==> src/rtl/fft_ctrl_pkg.sv <==
// Shared control definitions for the FFT lane schedulers.
package fft_ctrl_pkg;

   localparam int NUM_REQ    = 4;
   localparam int SEL_W      = 2;
   localparam int DW_DEFAULT = 16;

   typedef enum logic {
      IDLE  = 1'b0,
      GRANT = 1'b1
   } state_e;

   // Beat counter width: enough for 0..burst-1, never narrower than one bit.
   function automatic int cnt_width(input int burst);
      return (burst <= 2) ? 1 : $clog2(burst);
   endfunction

endpackage

==> src/rtl/rr_pick4.sv <==
// Four-way round-robin picker: first set request at ptr, ptr+1, ptr+2, ptr+3 (mod 4).
module rr_pick4
   import fft_ctrl_pkg::*;
(
   input  logic [NUM_REQ-1:0] req,
   input  logic [SEL_W-1:0]   ptr,
   output logic [SEL_W-1:0]   idx,
   output logic               any
);

   logic [SEL_W-1:0] cand;

   // Scan from the farthest offset down so the offset closest to ptr wins.
   always_comb begin
      idx  = ptr;
      cand = ptr;
      for (int k = NUM_REQ - 1; k >= 0; k--) begin
         cand = ptr + SEL_W'(k);
         if (req[cand]) begin
            idx = cand;
         end
      end
   end

   assign any = |req;

endmodule

==> src/rtl/fft_mux_arbiter.sv <==
// Round-robin burst arbiter for the shared 4:1 sample MUX, with a 1-deep
// registered valid/ready output stage.
module fft_mux_arbiter
   import fft_ctrl_pkg::*;
#(
   parameter int DW    = DW_DEFAULT,
   parameter int BURST = 4
) (
   input  logic                  clk,
   input  logic                  rst_n,
   input  logic [NUM_REQ-1:0]    req_valid,
   input  logic [NUM_REQ*DW-1:0] req_data,
   output logic [NUM_REQ-1:0]    req_ready,
   output logic [SEL_W-1:0]      sel,
   output logic                  out_valid,
   output logic [DW-1:0]         out_data,
   output logic [SEL_W-1:0]      out_src,
   output logic                  out_last,
   input  logic                  out_ready,
   output logic                  busy
);

   localparam int            CW        = cnt_width(BURST);
   localparam logic [CW-1:0] LAST_BEAT = CW'(BURST - 1);

   state_e           state_q;
   logic [SEL_W-1:0] ptr_q;
   logic [SEL_W-1:0] gnt_q;
   logic [CW-1:0]    beat_q;

   logic             valid_q;
   logic [DW-1:0]    data_q;
   logic [SEL_W-1:0] src_q;
   logic             last_q;

   logic [SEL_W-1:0] pick_idx;
   logic             pick_any;
   logic [DW-1:0]    lane_data [NUM_REQ];
   logic [DW-1:0]    gnt_data;
   logic             granted;
   logic             can_load;
   logic             xfer;
   logic             is_last;

   // Unpack the flat sample bus into per-lane words.
   generate
      for (genvar gi = 0; gi < NUM_REQ; gi++) begin : g_lane
         assign lane_data[gi] = req_data[gi*DW +: DW];
      end
   endgenerate

   rr_pick4 u_pick (
      .req (req_valid),
      .ptr (ptr_q),
      .idx (pick_idx),
      .any (pick_any)
   );

   assign granted  = (state_q == GRANT);
   assign can_load = !valid_q || out_ready;
   assign gnt_data = lane_data[gnt_q];
   assign xfer     = granted && req_valid[gnt_q] && can_load;
   assign is_last  = (beat_q == LAST_BEAT);

   assign sel       = gnt_q;
   assign busy      = granted;
   assign out_valid = valid_q;
   assign out_data  = data_q;
   assign out_src   = src_q;
   assign out_last  = last_q;

   // Only the granted lane may see ready, and only when the output slot can take a beat.
   always_comb begin
      req_ready = '0;
      if (granted && can_load) begin
         req_ready[gnt_q] = 1'b1;
      end
   end

   // Arbitration FSM: one cycle to pick, then hold the grant for a full atomic burst.
   always_ff @(posedge clk or negedge rst_n) begin
      if (!rst_n) begin
         state_q <= IDLE;
         ptr_q   <= '0;
         gnt_q   <= '0;
         beat_q  <= '0;
      end else begin
         case (state_q)
            IDLE: begin
               if (pick_any) begin
                  gnt_q   <= pick_idx;
                  beat_q  <= '0;
                  state_q <= GRANT;
               end
            end
            GRANT: begin
               if (xfer) begin
                  if (is_last) begin
                     beat_q  <= '0;
                     ptr_q   <= gnt_q + SEL_W'(1);
                     state_q <= IDLE;
                  end else begin
                     beat_q <= beat_q + CW'(1);
                  end
               end
            end
            default: state_q <= IDLE;
         endcase
      end
   end

   // Output slot: load on a transfer (even while draining), otherwise empty on drain.
   always_ff @(posedge clk or negedge rst_n) begin
      if (!rst_n) begin
         valid_q <= 1'b0;
         data_q  <= '0;
         src_q   <= '0;
         last_q  <= 1'b0;
      end else if (xfer) begin
         valid_q <= 1'b1;
         data_q  <= gnt_data;
         src_q   <= gnt_q;
         last_q  <= is_last;
      end else if (valid_q && out_ready) begin
         valid_q <= 1'b0;
      end
   end

endmodule

==> config.mk <==
export PLATFORM = sky130hd
export DESIGN_NAME = fft_mux_arbiter
export DESIGN_NICKNAME = d
export VERILOG_FILES = /design/src/rtl/fft_ctrl_pkg.sv /design/src/rtl/rr_pick4.sv /design/src/rtl/fft_mux_arbiter.sv
export SDC_FILE = /design/constraint.sdc
export NUM_CORES = 1
export LEC_CHECK = 0
export ABC_AREA = 0
export CAP_MARGIN = 20
export CORE_UTILIZATION = 39
export CTS_CLUSTER_SIZE = 16
export DETAILED_ROUTE_END_ITERATION = 12
export PLACE_DENSITY_LB_ADDON = 0.3
export SLEW_MARGIN = 10
export SYNTH_ARGS = -nofsm -noshare
export SYNTH_HDL_FRONTEND = slang
export SYNTH_SLANG_ARGS = --single-unit
==> constraint.sdc <==
create_clock -name clk -period 2.2 [get_ports clk]
set_input_delay 0.22 -clock clk [delete_from_list [all_inputs] [get_ports clk]]
set_output_delay 0.22 -clock clk [all_outputs]
set_load 0.02 [all_outputs]
==> flow_summary.toml <==
[flow_run]
drv_cap = 0

[clock_tree]
clockBufferDepth = 2
cts_tree = "built"
cts_sinks = 27
root_buffer = "clkbuf_8"
cts_made_buffers = 3
cts_setup_buffers = 0
ctsHoldBuffers = 0
h-tree-depth = 1
cts.reportedPaths.clkPinSlew_ns = 0.10
clock_latency_ns = 0.27

[die]
start_util = 0.4185
rows = 23
fp.coreArea_sq_um = 4144
ios = 98
fp.dieH_um = 68.68
die_area_sq_um = 4717
die_x_um = 68.68

[worst_hold_path]
hp-class = "in2async"

[timing]
whs_ns = 0.3186
finalHoldViolCount = 0
tightest_slew_ns = 0.5160
fin_crit_sh = 0.9613
drv_slew = 0
finalSetupViolCount = 0
grt_setup_unrepaired = "yes"
setup_tns_ns = 0
relSlewSlack = 0.6560
clock.fmax_mhz = 472.8
clock_skew_ns = 0.01038
min_period_ns = 2.115
timing.final.ws_setup_ns = 0.08515

[worst_setup_path]
cp-endpoint = "req_ready[1]"
slowest_delay_ns = 0.61
cp_num_buf_inv = 2
crit_cells = 4
r2r_slack_ns = 0.43
critical_path_class = "reg2out"
cp.required_ns = 1.98
critPathLaunchType = "flop"
path_cells = "buf_4, ha_1, and3_1, clkdlybuf4s50_1"
path_delay_family = "buffers and inverters"
cp-end-kind = "output pin"
slowest_stage = "clkdlybuf4s50_1"
crit_fanout = 12
ff2ff_path_depth = 4
worstPathArrival_ns = 1.89
setup.worst_path.start = "sel[0]"
worstReg2RegEnd = "out_data[2]"
r2r-start = "sel[0]"

[synth]
synthArstFlopShare = 1.000
synth-edff-count = 0
synth.distinct_cells = 36
syn_avg_cell_area_sq_um = 14.45
ys.flop_type = "dfrtp_1"
seq_area_frac_synth = 0.3896
synth_warnings = 0
syn_nets = 196
synth_cells = 120
synth_area_sq_um = 1734
ys_ff_latch = 27

[global_route]
antenna_found_initial = 0
grt_usage = 0.2189
grt-ovfl-total = 0
grt_pass1_wl_um = 7458
grt_max_degree = 28
grt_pass1_vias = 1591

[drt]
drc = 0
route.vias.total = 1475
wl_um = 5060
drtPass1Iterations = 4
detail_route.wl_per_cell_um = 18.40
viasPerCell = 5.364
drt-initial-drc-count = 42
ant_nets = 0

[place]
io_buffers = 97
gp_congestion = 0.8478
dp_cells = 271
dp_hpwl_um = 4041
post-place-ws_ns = 0.1800

[power]
p_leak_uw = 0.001220
ir_drop_mv = 0.9235
p_per_area_nw_per_um2 = 1249

[cells_and_area]
final_cells = 275
nNetsFinal = 302
diodes = 0
area_growth_pct = 65.37
drive_gt1_frac = 0.2267

[outcome]
status = "finished, final reports clean"
how the worst min path moves through the flow:
stage                         endpoint  cells past startpoint         start  slack [ns]
after global placement        out_last                      1      out_last        0.49
after global routing      out_data[13]                      2         rst_n        0.35
after CTS                 out_data[14]                      2         rst_n        0.33
final                      out_data[4]                      2         rst_n        0.32
after detailed placement  out_data[14]                      1  out_data[14]        0.50
after floorplan              beat_q[0]                      0         rst_n       -0.08
final cells by class:
type / instances / area, sq um
Fill cell: 296 / 1276
Inverter: 3 / 11.26
Clock inverter: 1 / 5.005
Multi-Input combinational cell: 82 / 998.5
Clock buffer: 3 / 41.29
Timing Repair Buffer: 109 / 1074
Tap cell: 50 / 62.56
Sequential cell: 27 / 675.6
registers in the layout, summed over array words and instances (netlist names):
signal / count
busy: 1
out_valid: 1
out_last: 1
sel: 2
beat_q: 2
out_src: 2
out_data: 16
ptr_q: 2
synth_stat cells (all sizes together) (2+ instances only):
cell type / n / area (sq um)
mux2: 21 / 300.3
nor2b: 2 / 12.51
nand2: 3 / 11.26
dfrtp: 27 / 675.7
nor2: 3 / 11.26
mux4: 17 / 382.9
nand2b: 3 / 18.77
clkbuf: 2 / 7.510
buf: 6 / 41.28
o21ai: 4 / 20.02
nand3: 2 / 15.01
and3: 4 / 25.02
inv: 3 / 11.26
ha: 5 / 62.56
per-layer routing:
layer  vias up  GRT usage  part of all wire
met5         -          0                 0
met2        66     0.4277              0.53
met4         0    0.05469             0.011
li1        675          -                 -
met1       728     0.2445              0.38
met3         6    0.03125             0.079
cells by family after synthesis:
| family | count (synthesis) | synth area share |
|---|---|---|
| mux | 39 | 0.3997 |
| flops | 27 | 0.3896 |
| simple gates | 22 | 0.07432 |
| compound gates | 16 | 0.06567 |
| buf+inv | 11 | 0.03463 |
| fa+ha+maj | 5 | 0.03608 |
metrics by stage:
stage	utilization	area (sq um)	power, uW
3_3_place_gp	0.6809	2821	3220
6_report	0.6920	2868	3582
5_1_grt	0.6920	2868	3780
2_1_floorplan	-	1734	2391
4_1_cts	0.6920	2868	3609
3_5_place_dp	0.6809	2821	3309
where the power goes:
part	internal, uW	switching (uW)	leakage (uW)
sequential	746	226	0.000321
clock	127	151	0.0000255
combinational	1360	973	0.000874
total	2230	1350	0.00122
timing repair:
action                                 CTS  global route
gates resized for setup                  0             0
endpoints found under the hold margin    0             0
setup endpoints to repair                0             2
placed cells by master (no fill, tap or decap), drive strengths merged, types with 2 or more instances in the layout:
master | netlist | routed
clkdlybuf4s50 | 0 | 97
nand3 | 2 | 2
nor2 | 3 | 3
mux2 | 21 | 21
nor2b | 2 | 2
and3 | 4 | 4
nand2b | 3 | 3
o21ai | 4 | 4
inv | 3 | 3
nand2 | 3 | 3
mux4 | 17 | 17
dfrtp | 27 | 27
ha | 5 | 5
buf | 6 | 12
clkbuf | 2 | 3
No activity file was read; power rests on OpenSTA's default activity.
